### src/rtl/mag_squared_cal.sv
// mag_squared_cal: squared magnitude I^2 + Q^2 of one complex sample
// computed with a single shared iterative shift-add squarer.
//
// Ports:
//   clock        in   single clock, all logic on posedge
//   reset        in   synchronous, active-high reset
//   inputValid   in   dataInI/dataInQ hold a sample
//   inputReady   out  block idle; sample taken on inputValid && inputReady
//   dataInI      in   DATA_WIDTH in-phase sample, two's complement
//   dataInQ      in   DATA_WIDTH quadrature sample, two's complement
//   outputValid  out  one-cycle pulse, outputData holds a new result
//   outputData   out  2*DATA_WIDTH unsigned I^2 + Q^2 (squareRootCal radicand)
//
// Optional feature macro: MAG_SQ_EARLY_ZERO_EN
//   Defined   : a zero |I| skips the I pass, a zero |Q| skips the Q pass.
//   Undefined : every sample takes a fixed 2*DATA_WIDTH cycles.

module mag_squared_cal #(
    parameter int DATA_WIDTH = 71
) (
    input  logic                      clock,
    input  logic                      reset,
    input  logic                      inputValid,
    output logic                      inputReady,
    input  logic [DATA_WIDTH-1:0]     dataInI,
    input  logic [DATA_WIDTH-1:0]     dataInQ,
    output logic                      outputValid,
    output logic [2*DATA_WIDTH-1:0]   outputData
);

    localparam int OUT_W = 2 * DATA_WIDTH;
    localparam int CNT_W = $clog2(DATA_WIDTH + 1);

    localparam logic [CNT_W-1:0] K_LAST = CNT_W'(DATA_WIDTH - 1);
    localparam logic [CNT_W-1:0] K_ONE  = CNT_W'(1);

    localparam logic [1:0] IDLE = 2'd0;
    localparam logic [1:0] SQ_I = 2'd1;
    localparam logic [1:0] SQ_Q = 2'd2;
    localparam logic [1:0] DONE = 2'd3;

    logic [1:0]            r_state;
    logic [DATA_WIDTH-1:0] r_magI;
    logic [DATA_WIDTH-1:0] r_magQ;
    logic [OUT_W-1:0]      r_acc;
    logic [CNT_W-1:0]      r_k;
    logic                  r_outputValid;
    logic [OUT_W-1:0]      r_outputData;
`ifdef MAG_SQ_EARLY_ZERO_EN
    logic                  r_skipQ;
`endif

    logic                  w_idle;
    logic                  w_handshake;
    logic [DATA_WIDTH-1:0] w_absI;
    logic [DATA_WIDTH-1:0] w_absQ;
    logic [DATA_WIDTH-1:0] w_mag;
    logic                  w_bit;
    logic [OUT_W-1:0]      w_addend;
    logic [OUT_W-1:0]      w_acc_next;
    logic                  w_k_last;

    assign w_idle      = (r_state == IDLE);
    assign w_handshake = inputValid && w_idle;

    // |x| of the most-negative value wraps to 2^(W-1), which is exactly
    // the right unsigned magnitude in W bits.
    assign w_absI = dataInI[DATA_WIDTH-1]
                  ? (~dataInI + DATA_WIDTH'(1))
                  : dataInI;
    assign w_absQ = dataInQ[DATA_WIDTH-1]
                  ? (~dataInQ + DATA_WIDTH'(1))
                  : dataInQ;

    // One squarer shared by both passes: the active operand is picked
    // by the state, and bit k of it adds (mag << k) to the accumulator.
    assign w_mag    = (r_state == SQ_I) ? r_magI : r_magQ;
    assign w_bit    = w_mag[r_k];
    assign w_addend = w_bit
                    ? ({{DATA_WIDTH{1'b0}}, w_mag} << r_k)
                    : '0;

    // Max sum is 2^(2W-1), so the 2W-bit accumulator never overflows.
    assign w_acc_next = r_acc + w_addend;
    assign w_k_last   = (r_k == K_LAST);

    always_ff @(posedge clock) begin
        if (reset) begin
            r_state       <= IDLE;
            r_magI        <= '0;
            r_magQ        <= '0;
            r_acc         <= '0;
            r_k           <= '0;
            r_outputValid <= 1'b0;
            r_outputData  <= '0;
`ifdef MAG_SQ_EARLY_ZERO_EN
            r_skipQ       <= 1'b0;
`endif
        end else begin
            case (r_state)
                IDLE: begin
                    if (w_handshake) begin
                        r_magI  <= w_absI;
                        r_magQ  <= w_absQ;
                        r_acc   <= '0;
                        r_k     <= '0;
                        r_state <= SQ_I;
`ifdef MAG_SQ_EARLY_ZERO_EN
                        r_skipQ <= (w_absQ == '0);
                        if (w_absI == '0 && w_absQ == '0) begin
                            // Park on the last Q step of an all-zero
                            // operand: the next edge publishes 0 and
                            // enters DONE, one cycle after capture.
                            r_state <= SQ_Q;
                            r_k     <= K_LAST;
                        end else if (w_absI == '0) begin
                            r_state <= SQ_Q;
                        end
`endif
                    end
                end

                SQ_I: begin
                    r_acc <= w_acc_next;
                    if (w_k_last) begin
                        r_k     <= '0;
                        r_state <= SQ_Q;
`ifdef MAG_SQ_EARLY_ZERO_EN
                        if (r_skipQ) begin
                            r_outputData  <= w_acc_next;
                            r_outputValid <= 1'b1;
                            r_state       <= DONE;
                        end
`endif
                    end else begin
                        r_k <= r_k + K_ONE;
                    end
                end

                SQ_Q: begin
                    r_acc <= w_acc_next;
                    if (w_k_last) begin
                        r_k           <= '0;
                        r_outputData  <= w_acc_next;
                        r_outputValid <= 1'b1;
                        r_state       <= DONE;
                    end else begin
                        r_k <= r_k + K_ONE;
                    end
                end

                DONE: begin
                    r_outputValid <= 1'b0;
                    r_state       <= IDLE;
                end

                default: begin
                    r_outputValid <= 1'b0;
                    r_state       <= IDLE;
                end
            endcase
        end
    end

    assign inputReady  = w_idle;
    assign outputValid = r_outputValid;
    assign outputData  = r_outputData;

endmodule
### config.mk
export PLATFORM = sky130hd
export DESIGN_NAME = mag_squared_cal
export DESIGN_NICKNAME = d
export VERILOG_FILES = /design/src/rtl/mag_squared_cal.sv
export SDC_FILE = /design/constraint.sdc
export NUM_CORES = 2
export LEC_CHECK = 0
export CAP_MARGIN = 10
export CORE_UTILIZATION = 39
export CTS_CLUSTER_DIAMETER = 100
export DETAILED_ROUTE_END_ITERATION = 8
export PLACE_DENSITY = 0.6
export SLEW_MARGIN = 5
export SYNTH_ARGS = -nofsm -noshare
export SYNTH_HDL_FRONTEND = slang
export SYNTH_SLANG_ARGS = --single-unit
### constraint.sdc
create_clock -name clock -period 20.2 [get_ports clock]
set_input_delay 4.04 -clock clock [delete_from_list [all_inputs] [get_ports clock]]
set_output_delay 4.04 -clock clock [all_outputs]
set_load 0.03 [all_outputs]
* After elaboration in Yosys (flattened, before gate mapping)
Index checks and enable logic that the tools add are counted.
Word-level totals: output and inout bits 144, input port bits 145, bits in registers 436
Operators by class: bitwise logic cells 2, multiplexer cells 17, reductions and logical operators 10, magnitude comparators 1, equality and inequality tests 7, shift-type cells 1, $add $sub $neg 4
Operator list (number):
- two-way mux 142 bit | 2
- one-hot mux 142 bit (2 select lines) | 1
- two-way mux 71 bit | 3
- adder 142 bit | 1
- adder 71 x 1 -> 71 bit, second input constant | 2
- inverter 71 bit | 2
- left shift 71 x 7 -> 142 bit | 1
- two-way mux 7 bit | 2
- one-hot mux 7 bit (2 select lines) | 1
- < comparator 7 x 8 -> 1 bit, second input constant | 1
- one-hot mux 2 bit (4 select lines) | 1
- AND reduction 2 bit | 4
- adder 7 x 1 -> 7 bit, second input constant | 1
- binary-select mux 1 bit (select 7 bit) | 1
- == test 7 bit, second input constant | 1
- two-way mux 2 bit | 3
- == test 2 bit, second input constant | 2
- inequality test 2 bit, second input constant | 2
- nonzero test 2 bit | 2
- AND reduction 3 bit | 1
- == test 2 x 1 -> 1 bit, second input constant | 1
- logical NOT 2 bit | 1
- two-way mux 1 bit | 2
- inequality test 2 x 1 -> 1 bit, second input constant | 1
- 3 further kinds | 3

* Depth between registers and ports, before layout
word-level depth 7, depth in mapped cells 30, depth with buffers taken out 25

* Least setup slack after synthesis
No wires, ideal clock.
path kind input -> register, start input port dataInQ[3], end register r_magQ[69], data required time 20114 ps, library setup time 86 ps, cell stages on the path 9, path slack 13310 ps, arrival time 6805 ps, path through or3_1 -> or4_4 -> or3_1 -> nand3b_1 -> or2_1 -> or3b_4 -> o41ai_2 -> xor2_1 -> a211oi_1
Between the ends: longest elaborated chain between the ends 3
Ends and longest elaborated chain:
- start, declared | RTL line 26 | input logic [DATA_WIDTH-1:0] dataInQ,
- inverter 71 bit | RTL line 72 | ? (~dataInQ + DATA_WIDTH'(1))
- adder 71 x 1 -> 71 bit | RTL line 72
- two-way mux 71 bit | RTL line 72
- end signal, assigned | RTL line 104 | r_magQ <= w_absQ;
- end, declared | RTL line 44 | logic [DATA_WIDTH-1:0] r_magQ;
Every way passes these cells. A chain may end at the register's enable or synchronous reset.

* Final worst setup path
start register r_state[1], end register r_acc[129]
Between the ends: longest elaborated chain between the ends 7, elaborated cells between the ends (all ways) 15, classes of those cells 1 x add/sub; 3 x eq/ne; 1 x shift; 5 x mux; 5 x reduce/logical
Ends and longest elaborated chain:
- start, declared | RTL line 42 | logic [1:0] r_state;
- start signal, assigned | RTL line 89 | r_state <= IDLE;
- start signal, assigned | RTL line 107 | r_state <= SQ_I;
- start signal, assigned | RTL line 127 | r_state <= SQ_Q;
- == test 2 x 1 -> 1 bit | RTL line 77, 100
- two-way mux 71 bit | RTL line 77 | assign w_mag = (r_state == SQ_I) ? r_magI : r_magQ;
- binary-select mux 1 bit (select 7 bit) | RTL line 78 | assign w_bit = w_mag[r_k];
- two-way mux 1 bit (implied by the code) | RTL line 78
- two-way mux 142 bit | RTL line 80 | ? ({{DATA_WIDTH{1'b0}}, w_mag} << r_k)
- adder 142 bit | RTL line 84 | assign w_acc_next = r_acc + w_addend;
- one-hot mux 142 bit (2 select lines) | RTL line 100 | case (r_state)
- end signal, assigned | RTL line 124 | r_acc <= w_acc_next;
- end signal, assigned | RTL line 141 | r_acc <= w_acc_next;
- end, declared | RTL line 45 | logic [OUT_W-1:0] r_acc;
Several ways; a longest one is shown, not always the timed one. The select of a mux whose other input is x is not followed.

==> reports/metrics.yaml <==
cp_cell_sequence: "inv_1, ha_4, mux2_2, mux4_2, mux4_2, mux4_2, nand2_1, buf_4, and2_2, buf_4, a211oi_1, ha_1, nand4_1, nand3b_1, nor3_1, and3_1, nand3_1, a31oi_1, a211oi_1, o31ai_1, a21boi_0, xor2_1, o21ai_0"
cpMostUsedCell: "mux4_2"
layout_min_cycle_time_ns: 9.22
clk_path_buf_depth: 3
row_count: 109
async_flop_share: 0
avgRoutedWirePerCell_um: 24.0
path_class: "flip-flop to flip-flop"
vias: 35800
crit_path_top_delay_cell: "ha_4"
area_delta_synth_final_pct: 14.5
fp.dieArea_sq_um: 91100
hold_buffers: 0
cts-root-buf: "clkbuf_16"
num-fill-cells: 9174
cts_tree: "done"
overflow: 0
grt_max_degree: 140
start_util: 0.395
yosysSeqAreaShare: 0.249
crit_family: "compound AO/OA/AOI/OAI gates"
synth_warnings: 0
fin_skew_ns: 0.0275
drtIter0Drc: 3679
post_cts_resized: 0
syn-num-nets: 5041
postCtsSetupBuffers: 0
clkSlewWorstSetupHoldPaths_ns: 0.07
finalSetupTns_ns: 0
fmax_mhz: 108
failed_checks: "design-rule violations"
drc_errors: 13
grt.total_usage: 0.305
cp_slowest_stage_delay_ns: 0.81
ir_worst_vdd_uv: 63.5
worst_slew_pin_slew_ns: 1.10
cts_made_buffers: 51
routed_wl_um: 144000
drtAntennaViolNets: 0
numPortBuffers: 288
use_met2: 0.506
post-route-util: 0.453
synth-main-ff-cell: "dfxtp_1"
maxSlewHeadroom: 0.267
first_global_vias: 33600
startpoint_type: "flip-flop"
place_area_sq_um: 38400
ys_types: 93
crit_path_end_kind: "flip-flop"
core_area_sq_um: 88600
min_path_type: "flip-flop to flip-flop"
worstSkewPairLatency_ns: 0.62
fin_crit_sh: 0.457
setup_viol: 0
htreeDepth: 2
top_usage_layer: "met2"
drv_cap: 0
gr-usage-met1: 0.405
cp.arrival_ns: 9.77
syn_area_sq_um: 35000
crit_required_ns: 20.75
cp_num_buf_inv: 3
n_antenna_cell: 0
viasPerCell: 5.99
cellLeakagePower_nw: 14.5
grt_setup_unrepaired: "false"
synth_edf_count: 0
grt_pass1_wl_um: 214000
drive_above_1_share: 0.0712
power_mw: 3.52
ios: 289
drv_slew: 0
die_width_um: 302
path_max_fanout: 74
finalHoldViolCount: 0
drt_pass1_iterations: 9
avgSynthCellArea_sq_um: 7.38
synth_seq_cells: 436
antenna_found_initial: 3
die_h_um: 302
place_congestion: 1.04
num-nets-final: 5070
finalInstanceArea_sq_um: 40100
syn-instance-count: 4746
cts.sinks: 436
grt_util_met3: 0.0464
p_per_area_nw_per_um2: 87.8
dp_hpwl_um: 113000
status: "finished, violations left"
## synth_stat cells, types with 32 or more instances
cell	count	area [sq um]
o21bai_1	39	293
nand3_1	78	390
inv_1	63	236
nor2_1	585	2200
or3_1	45	282
xnor2_1	97	850
o21ai_0	314	1570
buf_1	42	158
nor2b_1	37	231
clkbuf_1	283	1060
a211oi_1	135	1010
dfxtp_1	436	8730
mux4_2	44	991
nand4_1	85	532
ha_1	149	1860
nor3_1	76	380
o31ai_1	48	360
a22oi_1	91	683
mux2i_1	162	1620
nand2_1	646	2420
a21o_1	51	383
mux2_2	115	1290
a21oi_1	467	2340
xor2_1	171	1500
nor4_1	32	200
## final timing paths
path                                 start    endpoint  slack, ns  depth (start not counted)
worst max-delay path            r_state[1]  r_acc[129]      10.98                         23
worst min-delay path            r_magI[48]  r_magI[48]       0.45                          2
worst max register to register  r_state[1]  r_acc[129]      10.98                         23
worst min register to register  r_magI[48]  r_magI[48]       0.45                          2
## cells by family after synthesis
kind of cell | count (synthesis) | synth area share
buffers and inverters | 417 | 0.0463
DFF | 436 | 0.249
xor gates and xnor gates | 268 | 0.0670
muxes | 321 | 0.111
AOI/OAI and AO/OA | 1424 | 0.252
and+or+nand+nor | 1730 | 0.220
adders and majority gates | 150 | 0.0538
## per-layer routing
layer / vias to the layer above / part of all wire
li1: 17300 / -
met1: 17000 / 0.44
met2: 1329 / 0.46
met3: 228 / 0.067
met4: 4 / 0.032
met5: - / 0.00019
## worst register-to-register path, stage by stage, from the launching register on
cell      delay [ns]
dfxtp_1         0.33
inv_1           0.13
ha_4            0.81
mux2_2          0.56
mux4_2          0.53
mux4_2          0.48
mux4_2          0.54
nand2_1         0.10
buf_4           0.29
and2_2          0.21
buf_4           0.62
a211oi_1        0.19
ha_1            0.54
nand4_1         0.27
nand3b_1        0.37
nor3_1          0.53
and3_1          0.32
nand3_1         0.23
a31oi_1         0.62
a211oi_1        0.28
o31ai_1         0.67
a21boi_0        0.23
xor2_1          0.18
o21ai_0         0.14
## stage by stage
stage / hold WS [ns] / instances / setup WS [ns]
floorplan: 0.428 / 4746 / 13.31
global placement: 0.438 / 5887 / 11.24
detailed placement: 0.441 / 5887 / 11.19
CTS: 0.449 / 5981 / 11.17
global route: 0.455 / 5981 / 10.60
finish: 0.450 / 5981 / 10.98
## sequential cells by signal (all words and copies together), names as in the netlist
register	cells
r_state	2
outputData	142
r_acc	142
r_magI	71
outputValid	1
r_magQ	71
r_k	7
## placed cells by master (no fill, tap or decap), types with 135 or more instances in the layout
cell type        count
nand2_1            645
a21oi_1            466
nor2_1             582
o21ai_0            314
mux2i_1            162
clkdlybuf4s50_1    285
a211oi_1           135
dfxtp_1            432
xor2_1             171
ha_1               148
## cell type report
type,instances,area (sq um),area share
Clock buffer,65,1400,0.0349
Timing Repair Buffer,327,3180,0.0793
Multi-Input combinational cell,3893,24800,0.617
Clock inverter,29,358,0.00892
Tap cell,1165,1460,0.0363
Inverter,66,250,0.00624
Sequential cell,436,8740,0.218
## where the power goes
| part | switching [mW] | internal (mW) | total [mW] |
|---|---|---|---|
| logic | 1.02 | 0.509 | 1.53 |
| registers | 0.0675 | 0.941 | 1.01 |
| clock network | 0.411 | 0.572 | 0.983 |
| total | 1.50 | 2.02 | 3.52 |
Power figures use the tool's default switching activity.
